[config.mk]
export PLATFORM = sky130hd
export DESIGN_NAME = joy_scan_sched
export DESIGN_NICKNAME = d
export VERILOG_FILES = /design/src/rtl/joy_pkg.sv /design/src/rtl/joy_md_decoder.sv /design/src/rtl/joy_scan_sched.sv
export SDC_FILE = /design/constraint.sdc
export NUM_CORES = 1
export LEC_CHECK = 0
export BUFFER_PORTS_ARGS = -buffer_cell sky130_fd_sc_hd__buf_4
export CORE_ASPECT_RATIO = 0.9
export CORE_MARGIN = 2
export CORE_UTILIZATION = 50
export CTS_CLUSTER_DIAMETER = 200
export DETAILED_ROUTE_END_ITERATION = 7
export GPL_TIMING_DRIVEN = 0
export PLACE_DENSITY = 0.77
export SLEW_MARGIN = 20
export SYNTH_ARGS = -nofsm -noshare
export SYNTH_HDL_FRONTEND = slang
export SYNTH_SLANG_ARGS = --single-unit
export TNS_END_PERCENT = 30
[constraint.sdc]
create_clock -name clk28 -period 2.43 [get_ports clk28]
set_input_delay 0.486 -clock clk28 [delete_from_list [all_inputs] [get_ports clk28]]
set_output_delay 0.486 -clock clk28 [all_outputs]
set_load 0.005 [all_outputs]
[src/rtl/joy_pkg.sv]
// joy_pkg: types and constants shared by the MD pad scan sequencer.
//   - button bit indices and the 12-bit published button type
//   - pad line bundle (active-low, as seen on the DB9 pins)
//   - FSM state codes
//   - scan step numbers at which the decoder samples
package joy_pkg;

  localparam int BTN_W     = 12;
  localparam int BTN_RIGHT = 0;
  localparam int BTN_LEFT  = 1;
  localparam int BTN_DOWN  = 2;
  localparam int BTN_UP    = 3;
  localparam int BTN_B1    = 4;
  localparam int BTN_B2    = 5;
  localparam int BTN_B3    = 6;
  localparam int BTN_START = 7;
  localparam int BTN_MODE  = 8;
  localparam int BTN_X     = 9;
  localparam int BTN_Y     = 10;
  localparam int BTN_Z     = 11;

  typedef logic [BTN_W-1:0] btn_t;

  // Shared pad lines, active-low.
  typedef struct packed {
    logic up;
    logic down;
    logic left;
    logic right;
    logic b1;
    logic b2;
  } pad_lines_t;

  // Scheduler states.
  typedef logic [1:0] joy_state_t;
  localparam joy_state_t ST_IDLE   = 2'd0;
  localparam joy_state_t ST_SETTLE = 2'd1;
  localparam joy_state_t ST_SCAN   = 2'd2;
  localparam joy_state_t ST_NEXT   = 2'd3;

  // Scan steps (select low on even steps).
  localparam logic [2:0] STEP_MD   = 3'd2;  // 3-button ID + A/Start
  localparam logic [2:0] STEP_DIR  = 3'd3;  // directions + B/C
  localparam logic [2:0] STEP_MD6  = 3'd4;  // 6-button ID
  localparam logic [2:0] STEP_XYZ  = 3'd5;  // X/Y/Z/Mode
  localparam logic [2:0] STEP_LAST = 3'd7;

endpackage

[src/rtl/joy_md_decoder.sv]
// joy_md_decoder: shadow registers for one pad scan. Samples the shared pad
// lines at the strobed end of each scan step and builds the button vector
// and pad-type flags. Shared by both ports; cleared before each port.
//   clk28, rst  : clock, async active-high reset
//   clr         : discard shadow (held during the settle step)
//   stb         : last cycle of the current scan step
//   step        : scan step index 0..7
//   lines       : pad lines, active-low
//   btn/md/md6  : shadow outputs, active-high
module joy_md_decoder
  import joy_pkg::*;
(
  input  logic       clk28,
  input  logic       rst,
  input  logic       clr,
  input  logic       stb,
  input  logic [2:0] step,
  input  pad_lines_t lines,
  output btn_t       btn,
  output logic       md,
  output logic       md6
);

  always_ff @(posedge clk28 or posedge rst) begin
    if (rst) begin
      btn <= '0;
      md  <= 1'b0;
      md6 <= 1'b0;
    end else if (clr) begin
      btn <= '0;
      md  <= 1'b0;
      md6 <= 1'b0;
    end else if (stb) begin
      case (step)
        // An MD pad pulls left+right low while select is low.
        STEP_MD: begin
          if (!lines.left && !lines.right) begin
            md              <= 1'b1;
            btn[BTN_B3]     <= ~lines.b1;
            btn[BTN_START]  <= ~lines.b2;
          end else begin
            md              <= 1'b0;
            btn[BTN_B3]     <= 1'b0;
            btn[BTN_START]  <= 1'b0;
          end
        end
        STEP_DIR: begin
          btn[BTN_UP]    <= ~lines.up;
          btn[BTN_DOWN]  <= ~lines.down;
          btn[BTN_LEFT]  <= ~lines.left;
          btn[BTN_RIGHT] <= ~lines.right;
          btn[BTN_B1]    <= ~lines.b1;
          btn[BTN_B2]    <= ~lines.b2;
        end
        // Third low phase of a 6-button pad drives all directions low.
        STEP_MD6: md6 <= md & ~lines.up & ~lines.down;
        STEP_XYZ: begin
          btn[BTN_MODE] <= md6 & ~lines.right;
          btn[BTN_X]    <= md6 & ~lines.left;
          btn[BTN_Y]    <= md6 & ~lines.down;
          btn[BTN_Z]    <= md6 & ~lines.up;
        end
        default: ;
      endcase
    end
  end

endmodule

[src/rtl/joy_scan_sched.sv]
// joy_scan_sched: scan sequencer for MD 3/6-button pads on up to two DB9
// ports sharing one set of input lines through an external port buffer.
// Owns select toggling, port switching, settle gap, sample points and the
// automatic scan period; publishes per-port results atomically.
//
// Build option: JOY_PORT2_EN -- when defined, scans port 0 then port 1;
// otherwise only port 0 is scanned and all port-1 outputs are held at 0.
//
// Ports:
//   clk28, rst          : clock, async active-high reset
//   scan_req            : one-cycle request for an immediate scan
//   n_joy_*             : shared pad lines, active-low, synchronised
//   joy_sel, joy_port   : pad select line, external port select
//   busy                : scan sequence in progress
//   btn0/btn1           : published buttons (active-high)
//   md0/md1, md6_0/md6_1: MD / 6-button pad detected at last scan
//   upd[1:0]            : one-cycle pulse when a port is republished
module joy_scan_sched
  import joy_pkg::*;
#(
  parameter int STEP_CYCLES   = 128,
  parameter int PERIOD_CYCLES = 224000
) (
  input  logic        clk28,
  input  logic        rst,
  input  logic        scan_req,
  input  logic        n_joy_up,
  input  logic        n_joy_down,
  input  logic        n_joy_left,
  input  logic        n_joy_right,
  input  logic        n_joy_b1,
  input  logic        n_joy_b2,
  output logic        joy_sel,
  output logic        joy_port,
  output logic        busy,
  output logic [11:0] btn0,
  output logic [11:0] btn1,
  output logic        md0,
  output logic        md1,
  output logic        md6_0,
  output logic        md6_1,
  output logic [1:0]  upd
);

`ifdef JOY_PORT2_EN
  localparam int NPORTS = 2;
`else
  localparam int NPORTS = 1;
`endif
  localparam int SW = $clog2(STEP_CYCLES);
  localparam int PW = $clog2(PERIOD_CYCLES);

  joy_state_t   state;
  logic [SW-1:0] step_cnt;
  logic [2:0]   step;
  logic         port;
  logic         pending;
  logic [PW-1:0] per_cnt;
  logic         tick;
  logic         step_end;
  logic         publish;

  pad_lines_t   lines;
  btn_t         dec_btn;
  logic         dec_md, dec_md6;

  // Scan period: independent of the video counters.
  assign tick = (per_cnt == PW'(PERIOD_CYCLES - 1));

  always_ff @(posedge clk28 or posedge rst) begin
    if (rst) per_cnt <= '0;
    else     per_cnt <= tick ? '0 : per_cnt + 1'b1;
  end

  // Requests collapse into a single pending scan; IDLE consumes it.
  always_ff @(posedge clk28 or posedge rst) begin
    if (rst) pending <= 1'b0;
    else     pending <= (pending & (state != ST_IDLE)) | tick | scan_req;
  end

  assign step_end = (step_cnt == SW'(STEP_CYCLES - 1));
  assign publish  = (state == ST_SCAN) && step_end && (step == STEP_LAST);

  always_ff @(posedge clk28 or posedge rst) begin
    if (rst) begin
      state    <= ST_IDLE;
      step_cnt <= '0;
      step     <= '0;
      port     <= 1'b0;
    end else begin
      case (state)
        ST_IDLE: begin
          if (pending) begin
            state    <= ST_SETTLE;
            step_cnt <= '0;
            port     <= 1'b0;
          end
        end
        ST_SETTLE: begin
          step_cnt <= step_cnt + 1'b1;
          if (step_end) begin
            state    <= ST_SCAN;
            step_cnt <= '0;
            step     <= '0;
          end
        end
        ST_SCAN: begin
          step_cnt <= step_cnt + 1'b1;
          if (step_end) begin
            step_cnt <= '0;
            if (step == STEP_LAST) state <= ST_NEXT;
            else                   step  <= step + 1'b1;
          end
        end
        default: begin  // ST_NEXT
          step_cnt <= '0;
          // Port only moves while select is high (settle step follows).
          if (!port && NPORTS > 1) begin
            state <= ST_SETTLE;
            port  <= 1'b1;
          end else begin
            state <= ST_IDLE;
            port  <= 1'b0;
          end
        end
      endcase
    end
  end

  assign busy    = (state != ST_IDLE);
  assign joy_sel = (state == ST_SCAN) ? step[0] : 1'b1;

  assign lines = {n_joy_up, n_joy_down, n_joy_left, n_joy_right, n_joy_b1, n_joy_b2};

  joy_md_decoder u_dec (
    .clk28 (clk28),
    .rst   (rst),
    .clr   (state == ST_SETTLE),
    .stb   ((state == ST_SCAN) && step_end),
    .step  (step),
    .lines (lines),
    .btn   (dec_btn),
    .md    (dec_md),
    .md6   (dec_md6)
  );

  // Published registers, one set per port; written whole from the shadow.
  btn_t [NPORTS-1:0] pub_btn;
  logic [NPORTS-1:0] pub_md, pub_md6, pub_upd;

  for (genvar p = 0; p < NPORTS; p++) begin : g_port
    logic hit;
    assign hit = publish && (int'(port) == p);

    always_ff @(posedge clk28 or posedge rst) begin
      if (rst) begin
        pub_btn[p] <= '0;
        pub_md[p]  <= 1'b0;
        pub_md6[p] <= 1'b0;
        pub_upd[p] <= 1'b0;
      end else begin
        pub_upd[p] <= hit;
        if (hit) begin
          pub_btn[p] <= dec_btn;
          pub_md[p]  <= dec_md;
          pub_md6[p] <= dec_md6;
        end
      end
    end
  end

  assign btn0   = pub_btn[0];
  assign md0    = pub_md[0];
  assign md6_0  = pub_md6[0];
  assign upd[0] = pub_upd[0];
`ifdef JOY_PORT2_EN
  assign btn1     = pub_btn[1];
  assign md1      = pub_md[1];
  assign md6_1    = pub_md6[1];
  assign upd[1]   = pub_upd[1];
  assign joy_port = port;
`else
  assign btn1     = '0;
  assign md1      = 1'b0;
  assign md6_1    = 1'b0;
  assign upd[1]   = 1'b0;
  assign joy_port = 1'b0;
`endif

endmodule

# --- Word level (Yosys, flattened, before mapping) ---
# Cells that the tools add are included.
totals:
  regBits: 61
op_classes:
  bitwise: 17
  n_reduce_logical: 22
  addsub: 3
  n_eq_ne: 14
  muxes: 29
op_table:
  columns: ["cell", "n"]
  rows:
  - ["12-bit two-way mux", 2]
  - ["18-bit by 1-bit adder with 18-bit output, second input constant", 1]
  - ["18-bit == test, second input constant", 1]
  - ["18-bit two-way mux", 1]
  - ["7-bit two-way mux", 2]
  - ["7-bit case mux with 2 select lines", 1]
  - ["2-bit nonzero test", 7]
  - ["2-bit two-way mux", 6]
  - ["2-bit AND reduction", 5]
  - ["3-bit == test, second input constant", 3]
  - ["1-bit two-way mux", 9]
  - ["3-bit two-way mux", 3]
  - ["2-bit inequality test, second input constant", 4]
  - ["1-bit inverter", 8]
  - ["4-bit AND reduction", 2]
  - ["7-bit by 1-bit adder with 7-bit output, second input constant", 1]
  - ["1-bit bitwise AND", 7]
  - ["7-bit == test, second input constant", 1]
  - ["3-bit by 2-bit == test with 1-bit output, second input constant", 2]
  - ["6-bit two-way mux", 1]
  - ["2-bit case mux with 3 select lines", 1]
  - ["3-bit case mux with 2 select lines", 1]
  - ["1-bit logical AND", 4]
  - ["4-bit two-way mux", 1]
  - ["other kinds (9)", 11]

# --- Logic depth before layout (Yosys ltp) ---
# Gate-level depths: netlist (run 1).
logic_depth:
  depth_word: 6
  depth_mapped: 7
  mapped_depth_nobuf: 6

# --- Hierarchy ---
# From an unflattened synthesis (run 1), not the netlist that was laid out.
hier_totals:
  cells_unflattened: 284
  area_unflattened_um2: 3190.6
modules_own_cells:
  columns: ["mod", "n_inst", "area_per_inst_um2", "cells_each"]
  rows:
  - ["joy_scan_sched", 1, 2432.3, 218]
  - ["joy_md_decoder", 1, 758.2, 66]

# --- Worst setup path after synthesis (run 1) ---
# Ideal clock, no wire load.
synth_timing:
  kind: "register to register"
  start: "register step_cnt[0]"
  end: "register pub_btn (netlist bit btn0[0])"
  arrival_ns: 1.568
  stages_incl_launch_ff: 7
  synth_period_minus_slack_ns: 1.693
  required_ns: 2.305
  path_slack_ns: 0.737
  path_cell_list: "dfrtp_1 ha_1 nand4_2 nor2_4 nand3_4 buf_6 mux2_4"
synth_via:
  elab_chain_len: 4
synth_lines:
  columns: ["element", "line_no", "text"]
  rows:
  - ["start, declared", "joy_scan_sched.sv:54", "logic [SW-1:0] step_cnt;"]
  - ["start signal, assigned", "joy_scan_sched.sv:100", "step_cnt <= step_cnt + 1'b1;"]
  - ["start signal, assigned", "joy_scan_sched.sv:108", "step_cnt <= step_cnt + 1'b1;"]
  - ["7-bit == test", "joy_scan_sched.sv:81", "assign step_end = (step_cnt == SW'(STEP_CYCLES - 1));"]
  - ["1-bit logical AND (2 in a row)", "joy_scan_sched.sv:82", "assign publish = (state == ST_SCAN) && step_end && (step == STEP_LAST);"]
  - ["1-bit logical AND", "joy_scan_sched.sv:153", "assign hit = publish && (int'(port) == p);"]
  - ["end signal, assigned by index", "joy_scan_sched.sv:164", "pub_btn[p] <= dec_btn;"]
  - ["end, declared", "joy_scan_sched.sv:148", "btn_t [NPORTS-1:0] pub_btn;"]
# No other way between the ends.
# A chain may end at the register's enable or synchronous reset.

# --- Worst setup path in the final report (run 1) ---
layout_timing:
  start: "register step_cnt[0]"
  end: "register pub_btn (netlist bit btn0[11])"
# The elaborated chain is that of the path after synthesis.

==> results of run 1 <==
-- critical path, stage by stage (launching register included) --
cell and delay (ns):
dfrtp_1 0.40, ha_1 0.30, nand4_2 0.25, nor2_4 0.21
nand3_4 0.14, buf_6 0.19, mux2_4 0.30
-- cell type report --
type,instances,area (um^2)
multi-input combinational,195,1430
fill,514,2430
sequential,60,1500
clock inverter,1,5.00
clock buffer,15,176
timing repair buffer,25,188
buffer,23,174
tap,72,90.1
inverter,13,51.3
-- per-stage QoR --
step / power (W) / hold WS, ns / std cells / area (um^2) / setup TNS [ns]
after floorplan: 0.00147 / 0.450 / 291 / 3150 / 0
after global placement: 0.00159 / 0.467 / 388 / 3430 / -13.95
after detailed placement: 0.00161 / 0.477 / 388 / 3430 / 0
after CTS: 0.00243 / 0.303 / 404 / 3620 / 0
after global routing: 0.00254 / 0.340 / 404 / 3620 / 0
final: 0.00241 / 0.291 / 404 / 3620 / 0
-- worst max path at each step --
stage | start | endpoint | slack, ns | cells after the start
2_1_floorplan | rst | btn0[0]$_DFFE_PP0P_ | 0.46 | 1
3_5_place_dp | step_cnt[0]$_DFFE_PP0N_ | btn0[0]$_DFFE_PP0P_ | 0.55 | 6
3_3_place_gp | rst | u_dec.btn[10]$_DFFE_PP0P_ | -0.24 | 2
4_1_cts | step_cnt[0]$_DFFE_PP0N_ | btn0[11]$_DFFE_PP0P_ | 0.52 | 6
6_report | step_cnt[0]$_DFFE_PP0N_ | btn0[11]$_DFFE_PP0P_ | 0.54 | 6
5_1_grt | step_cnt[0]$_DFFE_PP0N_ | btn0[2]$_DFFE_PP0P_ | 0.41 | 6
-- layer usage --
metal,up-vias,track usage (%),wire [um]
met2,27,27.3,2570
met3,6,3.47,129
li1,1040,-,-
met1,964,22.0,2520
met4,0,5.63,63
met5,-,0,0
-- state kept, by name (all words and copies together), names as in the netlist --
| signal | count |
|---|---|
| pub_upd | 1 |
| step | 3 |
| u_dec.md6 | 1 |
| step_cnt | 7 |
| pending | 1 |
| per_cnt | 18 |
| u_dec.md | 1 |
| u_dec.btn | 12 |
| btn0 | 12 |
| md6_0 | 1 |
| md0 | 1 |
| state | 2 |
-- synthesized netlist by cell type, types with 2 or more instances --
cell type | number | share of area [%]
dfrtp_1 | 60 | 48
nor2_1 | 23 | 2.8
buf_4 | 19 | 4.6
nand2_1 | 15 | 1.8
nand3_1 | 14 | 2.3
inv_1 | 13 | 1.6
ha_1 | 12 | 4.8
xnor2_1 | 12 | 3.4
a21oi_1 | 10 | 1.6
mux2_4 | 9 | 4.4
a211oi_1 | 6 | 1.5
mux2_2 | 6 | 2.2
nand4_1 | 6 | 1.2
nand2b_1 | 5 | 1.0
nor3_1 | 5 | 0.81
nor4_1 | 5 | 1.0
xor2_1 | 5 | 1.4
mux2i_1 | 4 | 1.3
nand3b_1 | 4 | 0.97
o21ai_0 | 4 | 0.65
nor2b_1 | 3 | 0.61
and3_1 | 2 | 0.40
buf_6 | 2 | 0.73
nand4_4 | 2 | 1.4
nor4_4 | 2 | 1.4
o2bb2ai_1 | 2 | 0.57
or3_1 | 2 | 0.40
or4_1 | 2 | 0.48
-- logic make-up (layout without fill, tap and decap cells) --
family | after synthesis | after routing | share of synthesized area [%]
AO/OA/AOI/OAI | 29 | 29 | 6.02
XOR/XNOR | 17 | 17 | 4.81
adder cells (fa/ha/maj) | 12 | 12 | 4.85
buffers and inverters | 36 | 77 | 7.19
flip-flops | 60 | 60 | 48.5
multiplexers | 19 | 19 | 7.84
other | 1 | 16 | 0.121
AND/OR/NAND/NOR | 102 | 102 | 20.7
-- power breakdown --
part	total [W]	switching [W]	leakage [nW]	internal, W
Sequential	0.00109	0.0000463	0.814	0.00105
Clock	0.000812	0.000358	0.0937	0.000454
Combinational	0.000504	0.000302	0.853	0.000202
==> results.sh, run 1 <==
export IMPL_status="complete, no violations"
export IMPL_synth_area_um2=3100
export IMPL_clock_root_buffer="clkbuf_8"
export IMPL_cp_data_arrival_time_ns=2.10
export IMPL_fmax_mhz=528
export IMPL_synth_edf_count=0
export IMPL_syn_to_final_growth_pct=16.7
export IMPL_r2r_setup_slack_ns=0.54
export IMPL_slew_violations=0
export IMPL_min_period_ns=1.89
export IMPL_reg2reg_from="step_cnt[0]$_DFFE_PP0N_"
export IMPL_rsz0062_at_grt="no"
export IMPL_core_area_um2=6050
export IMPL_synth_seq_cells=60
export IMPL_cts_made_buffers=9
export IMPL_power_density_nw_per_um2=666
export IMPL_critPathRequiredTime_ns=2.64
export IMPL_dpl_worst_slack_ns=0.546
export IMPL_hold_viol_final=0
export IMPL_gp_congestion=0.814
export IMPL_initial_utilization_pct=51.2
export IMPL_cts_tree="built"
export IMPL_reg2regPathDepth=6
export IMPL_dieWidth_um=87.0
export IMPL_p_leak_nw=1.76
export IMPL_setup_violations=0
export IMPL_cts_hold_fix_buffers=0
export IMPL_numClockSinks=60
export IMPL_layout_common_cells="60 x dfrtp_1, 44 x buf_4, 23 x nor2_1"
export IMPL_worst_path_max_fanout=10
export IMPL_ys_seq_area_share_pct=48.5
export IMPL_tightest_slew_ns=0.708
export IMPL_grtUsageTotal_pct=16.7
export IMPL_path_class="reg -> reg"
export IMPL_r2r_end="btn0[11]$_DFFE_PP0P_"
export IMPL_htreeDepth=3
export IMPL_hp_class="in -> async"
export IMPL_final_core_utilization_pct=59.8
export IMPL_rows=27
export IMPL_synth_ff_type="dfrtp_1"
export IMPL_grt_overflow=0
export IMPL_drt_iter0_markers=85
export IMPL_first_global_vias=2036
export IMPL_cp_start_kind="flop"
export IMPL_ant_nets=0
export IMPL_ctsResizeCount=0
export IMPL_postCtsSetupBuffers=0
export IMPL_postSynthCellCount=276
export IMPL_final_layout_size_suffix_gt1_share_pct=26.5
export IMPL_fin_skew_ns=0.00530
export IMPL_wl_um=5290
export IMPL_routedWlPerCell_um=13.1
export IMPL_path_clk_slew_ns=0.06
export IMPL_antenna_found_initial=0
export IMPL_ctsLongestPathBuffers=2
export IMPL_layout_commonest_cell="dfrtp_1"
export IMPL_place_hpwl_um=3730
export IMPL_num_vias=2037
export IMPL_cp_end_kind="flop"
export IMPL_relSlewSlack_pct=52.8
export IMPL_dieHeight_um=78.7
export IMPL_grt_pass1_wl_um=9140
export IMPL_period_share_pct=77.9
export IMPL_clock_latency_ns=0.32
export IMPL_synth_warnings=0
export IMPL_yosysUniqueCellTypes=50
export IMPL_dieArea_um2=6840
export IMPL_routed_via_density=5.04
export IMPL_grt_max_degree=61
export IMPL_setup_ws_ns=0.536
export IMPL_n_antenna_cell=0
export IMPL_firstDrtPassIters=4
export IMPL_async_flop_share_pct=100
export IMPL_synth_area_per_cell_um2=11.2
export IMPL_maxCapViolCount=0
export IMPL_nets=348
export IMPL_io_buffers=25
export IMPL_ios=42
export IMPL_ir_drop_uv=248
export IMPL_drc_errors=0
(Power assumes the default switching activity.)
==> inputs of run 2 (changes only) <==
Settings changed: ABC_AREA set to 1.
Clock period 2.43 ns to 1.98 ns, I/O delays scaled along.
==> run 2 against run 1 <==
Sequential power is 13% higher; routed wire length is 15% higher; via count is 26% higher; final area is 5.8% higher; clock power is 28% higher; core utilization is 1.7 points higher; critical endpoint is now joy_sel; highest routed layer unchanged.
==> results.sh, run 2 <==
export IMPL_grtUsageTotal_pct=18.8
export IMPL_dieHeight_um=80.5
export IMPL_ant_nets=0
export IMPL_hold_start="scan_req"
export IMPL_layout_commonest_cell="nand2_1"
export IMPL_synthMostInstantiatedCell="nand2_1"
export IMPL_setup_violations=0
export IMPL_antenna_found_initial=0
export IMPL_rsz0062_at_grt="no"
export IMPL_worst_path_max_fanout=9
export IMPL_async_flop_share_pct=100
export IMPL_grt_pass1_wl_um=10300
export IMPL_crit_family="buffers and inverters"
export IMPL_yosys_top_cells_count="112 x nand2_1, 60 x dfrtp_1, 53 x nor2_1, 48 x inv_1, 33 x nand3_1"
export IMPL_fmax_mhz=544
export IMPL_cp_slowest_cell="dfrtp_1"
export IMPL_rows=27
export IMPL_ios=42
export IMPL_final_cells=553
export IMPL_routed_via_density=4.63
export IMPL_num_vias=2558
export IMPL_registers_top_by_ff_count="per_cnt"
export IMPL_gp_congestion=0.871
export IMPL_synthMuxAreaShare_pct=0
export IMPL_min_path_cells=3
export IMPL_power_density_nw_per_um2=611
export IMPL_fin_skew_ns=0.00852
export IMPL_synth_fa_ha_area_share_pct=4.62
export IMPL_period_share_pct=92.8
export IMPL_postSynthCellCount=408
export IMPL_layout_common_cells="112 x nand2_1, 60 x dfrtp_1, 53 x nor2_1"
export IMPL_n_antenna_cell=0
export IMPL_maxCapViolCount=0
export IMPL_yosysUniqueCellTypes=31
export IMPL_ctsLongestPathBuffers=2
export IMPL_cts_tree="built"
export IMPL_synth_compound_area_share_pct=4.66
export IMPL_n_fill_cell=576
export IMPL_firstDrtPassIters=4
export IMPL_grt_overflow=0
export IMPL_synth_warnings=0
export IMPL_hold_viol_final=0
export IMPL_p_leak_nw=2.11
export IMPL_drc_errors=0
export IMPL_reg2regPathDepth=7
export IMPL_path_clk_slew_ns=0.07
export IMPL_path_class="reg -> out"
export IMPL_io_buffers=25
export IMPL_largest_reg_flops=18
export IMPL_status="complete, no violations"
export IMPL_clock_root_buffer="clkbuf_8"
export IMPL_r2r_setup_slack_ns=0.28
export IMPL_final_layout_size_suffix_gt1_share_pct=16.5
export IMPL_reg2reg_from="state[0]$_DFFE_PP0P_"
export IMPL_cp_data_arrival_time_ns=1.44
export IMPL_synth_ff_type="dfrtp_1"
export IMPL_synth_area_um2=3250
export IMPL_ys_top_cells_by_area="dfrtp_1 46%, nand2_1 13%, nor2_1 6.1%"
export IMPL_netlist_area_leader_share_pct=46.2
export IMPL_synth_top_family_by_area="simple AND/OR/NAND/NOR gates"
export IMPL_holdPathEnd="pending$_DFF_PP0_"
export IMPL_synth_area_per_cell_um2=7.97
export IMPL_yosys_area_share_xor_xnor_pct=2.69
export IMPL_first_global_vias=2367
export IMPL_synth_edf_count=0
export IMPL_synth_seq_cells=60
export IMPL_ctsResizeCount=0
export IMPL_cts_made_buffers=9
export IMPL_wl_um=6080
export IMPL_cp_start_kind="flop"
export IMPL_ir_drop_uv=413
export IMPL_synth_simple_area_share_pct=30.9
export IMPL_cp_cell_sequence="inv_1 -> ha_1 -> buf_2 -> nand2_1 -> buf_4"
export IMPL_drt_iter0_markers=153
export IMPL_syn_to_final_growth_pct=17.7
export IMPL_place_inst=536
export IMPL_numClockSinks=60
export IMPL_synth_top_area_cell="dfrtp_1"
export IMPL_hp_class="in -> reg"
export IMPL_postCtsSetupBuffers=0
export IMPL_dieWidth_um=89.0
export IMPL_routedWlPerCell_um=11.0
export IMPL_ys_seq_area_share_pct=46.2
export IMPL_grt_max_degree=45
export IMPL_clock_latency_ns=0.35
export IMPL_slew_violations=0
export IMPL_r2r_end="btn0[4]$_DFFE_PP0P_"
export IMPL_final_core_utilization_pct=61.5
export IMPL_core_area_um2=6220
export IMPL_nets=482
export IMPL_min_period_ns=1.84
export IMPL_cp_end_kind="primary output"
export IMPL_critPathBufInv=3
export IMPL_htreeDepth=3
export IMPL_critPathMaxStageDelay_ns=0.42
export IMPL_initial_utilization_pct=52.3
export IMPL_dieArea_um2=7160
export IMPL_place_hpwl_um=4580
export IMPL_critPathRequiredTime_ns=1.58
[run 2: cell types whose count changed after synthesis, moves of 4 or more]
cell,delta
o21ai_0,+14
mux2_4,-9
nand2_1,+97
nand2b_1,-5
nor4_1,-5
xnor2_1,-8
a21oi_1,-5
nor2_1,+30
inv_1,+35
a211oi_1,-6
o21ai_1,+4
mux2i_1,-4
nand3_1,+19
mux2_2,-6
[run 2: what timing repair did]
action / 4_1_cts / 5_1_grt
hold buffers: 1 / 0
setup endpoints to repair: 0 / 0
endpoints found under the hold margin: 16 / 0
[run 2: worst min-delay path: stages]
cell     delay [ns]
buf_4          0.08
a21oi_1        0.03
nand2_1        0.06
[run 2: power breakdown]
| part | switching, W | leakage (nW) | internal (W) |
|---|---|---|---|
| combinational | 0.0000398 | 1.21 | 0.0000363 |
| sequential | 0.0000000000000000000561 | 0.804 | 0.00123 |
| clock | 0.000481 | 0.0917 | 0.000555 |
| total | 0.000521 | 2.11 | 0.00182 |
[run 2: layout make-up]
class                   count  area (um^2)  share of cell area [%]
plain buffers              23          166                    4.35
well taps                  87          109                    2.85
clock inverters             3         20.0                   0.523
multi-input cells         291         1460                    38.0
clock buffers              13          169                    4.42
inverters                  49          186                    4.87
repair buffers             27          218                    5.69
flip-flops and latches     60         1500                    39.3
[run 2: worst max-delay path by stage]
stage                    startpoint                  endpoint  slack, ns  cells after the start
3_3_place_gp                    rst  u_dec.btn[4]$_DFFE_PP0P_      -0.68                      2
5_1_grt        state[0]$_DFFE_PP0P_                   joy_sel       0.06                      5
3_5_place_dp   state[0]$_DFFE_PP0P_       btn0[6]$_DFFE_PP0P_       0.31                      7
4_1_cts        state[0]$_DFFE_PP0P_                   joy_sel       0.13                      5
6_report       state[0]$_DFFE_PP0P_                   joy_sel       0.14                      5
2_1_floorplan                   rst       btn0[0]$_DFFE_PP0P_        0.1                      1
[run 2: cells by family (layout without fill, tap and decap cells)]
group,count (synthesis),after routing
buffers and inverters,72,115
adders and majority gates,12,12
xor gates and xnor gates,10,10
and+or+nand+nor,224,224
AOI/OAI and AO/OA,29,29
DFF,60,60
other,1,16
[run 2: metrics by stage]
step	instance area (um^2)	power (W)	setup TNS, ns	hold slack, ns	setup WS, ns
2_1_floorplan	3310	0.00130	0	0.450	0.0993
3_3_place_gp	3600	0.00132	-40.54	0.465	-0.678
3_5_place_dp	3630	0.00132	0	0.355	0.308
4_1_cts	3820	0.00236	0	0.242	0.130
5_1_grt	3820	0.00243	0	0.240	0.0596
6_report	3820	0.00234	0	0.252	0.142
[run 2: layer usage]
layer	part of all wire [%]	up-vias	GRT usage (%)
met1	46	1161	23.1
met2	49	36	30.6
li1	-	1350	-
met3	3.7	11	5.86
met5	0	-	0
met4	1.2	0	7.76
==> inputs of run 3 (changes only) <==
Settings changed: REMOVE_ABC_BUFFERS set to 1.
==> run 3 against run 2 <==
Critical endpoint unchanged; clock power increased by 14%; total power increased by 5.7%; routed wire length increased by 2.0%; cell count decreased by 4.2%; critical path type unchanged; die area unchanged; highest routed layer unchanged; count of clock-buffer cells in the layout decreased by 3; sequential power about the same; first-iteration DRC count decreased by 28%.
==> results.sh, run 3 (same netlist as run 2, synthesis figures left out) <==
export IMPL_grt_overflow=0
export IMPL_design_area_um2=3700
export IMPL_hold_ws_ns=0.257
export IMPL_dieWidth_um=89.0
export IMPL_worst_path_max_fanout=9
export IMPL_fmax_mhz=549
export IMPL_io_buffers=25
export IMPL_hold_viol_final=0
export IMPL_numClockSinks=60
export IMPL_place_hpwl_um=4500
export IMPL_period_share_pct=92.0
export IMPL_num_vias=2564
export IMPL_setup_tns_ns=0
export IMPL_slew_violations=0
export IMPL_layout_common_cells="112 x nand2_1, 60 x dfrtp_1, 53 x nor2_1"
export IMPL_cts_tree="built"
export IMPL_core_area_um2=6220
export IMPL_ctsLongestPathBuffers=2
export IMPL_critPathMaxStageDelay_ns=0.42
export IMPL_drc_errors=0
export IMPL_grtUsageTotal_pct=19.6
export IMPL_wl_um=6210
export IMPL_dieArea_um2=7160
export IMPL_grt_pass1_wl_um=10500
export IMPL_crit_family="flip-flops"
export IMPL_cp_data_arrival_time_ns=1.43
export IMPL_routedWlPerCell_um=11.7
export IMPL_n_antenna_cell=0
export IMPL_rows=27
export IMPL_firstDrtPassIters=4
export IMPL_dpl_instance_area_um2=3470
export IMPL_dpl_worst_slack_ns=0.102
export IMPL_clock_root_buffer="clkbuf_8"
export IMPL_final_layout_size_suffix_gt1_share_pct=13.1
export IMPL_layout_commonest_cell="nand2_1"
export IMPL_gp_congestion=0.839
export IMPL_cp_start_kind="flop"
export IMPL_min_path_cells=3
export IMPL_power_density_nw_per_um2=667
export IMPL_rsz0062_at_grt="no"
export IMPL_first_global_vias=2418
export IMPL_ios=42
export IMPL_cp_cell_sequence="inv_1 -> ha_2 -> nand2_1 -> buf_4"
export IMPL_path_clk_slew_ns=0.07
export IMPL_hp_class="in -> reg"
export IMPL_cts_made_buffers=9
export IMPL_n_fill_cell=571
export IMPL_critPathBufInv=2
export IMPL_setup_violations=0
export IMPL_registers_top_by_ff_count="per_cnt"
export IMPL_critPathRequiredTime_ns=1.58
export IMPL_p_leak_nw=2.02
export IMPL_grt_max_degree=48
export IMPL_reg2regPathDepth=7
export IMPL_ir_drop_uv=333
export IMPL_ant_nets=0
export IMPL_largest_reg_flops=18
export IMPL_routed_via_density=4.84
export IMPL_cp_end_kind="primary output"
export IMPL_cp_depth=4
export IMPL_htreeDepth=3
export IMPL_initial_utilization_pct=52.3
export IMPL_nets=459
export IMPL_min_period_ns=1.82
export IMPL_cp_slowest_cell="dfrtp_1"
export IMPL_status="complete, no violations"
export IMPL_antenna_found_initial=0
export IMPL_drt_iter0_markers=110
export IMPL_syn_to_final_growth_pct=13.9
export IMPL_setup_ws_ns=0.158
export IMPL_dieHeight_um=80.5
export IMPL_fin_skew_ns=0.0107
export IMPL_maxCapViolCount=0
export IMPL_clock_latency_ns=0.34
export IMPL_path_class="reg -> out"
[run 3: path summary, 6_finish.rpt]
path	start	to	slack [ns]
min	scan_req	pending$_DFF_PP0_	0.26
max	state[0]$_DFFE_PP0P_	joy_sel	0.16
max reg2reg	step[0]$_DFFE_PP0P_	step[0]$_DFFE_PP0P_	0.22
max in group asynchronous	rst	per_cnt[14]$_DFF_PP0_	0.97
min reg2reg	u_dec.btn[6]$_DFFE_PP0P_	btn0[6]$_DFFE_PP0P_	0.48
min in group asynchronous	rst	u_dec.md$_DFFE_PP0P_	0.54
[run 3: routing by layer]
metal	wire length (um)	track usage [%]	part of all wire [%]
met1	2790	23.6	45
met2	3070	32.5	49
met3	281	6.27	4.5
met4	67	7.46	1.1
met5	0	0	0
[run 3: what timing repair did]
item | in CTS | in global routing
setup endpoints to repair | 0 | 4
hold buffers | 1 | 0
endpoints found under the hold margin | 13 | 0
setup buffers | 0 | 0
gates resized for setup | 0 | 2
[run 3: per-stage QoR]
stage                     util (%)  total power (W)  std cells
after floorplan                  -          0.00127        400
after global placement        55.3          0.00129        512
after detailed placement      55.8          0.00130        513
after CTS                     59.4          0.00250        530
after global routing          59.5          0.00258        530
final                         59.5          0.00247        530
[run 3: cell type report]
type	instances	area, um^2	share of cell area [%]
inverter	49	186	5.04
sequential	60	1500	40.6
timing repair buffer	27	225	6.09
tap	87	109	2.94
clock inverter	6	88.8	2.40
clock buffer	10	128	3.45
multi-input combinational	291	1460	39.5
[run 3: power by group]
part,switching [W],internal (W)
registers,0.0000000000000000000600,0.00123
clock network,0.000482,0.000708
logic,0.0000369,0.0000183
[run 3: worst reg2reg max path: cells and delay by family, from the launching register on]
family                     cells  cell delay, ns
and+or+nand+nor                3            0.50
adders and majority gates      2            0.45
DFF                            1            0.41
AOI/OAI and AO/OA              2            0.32
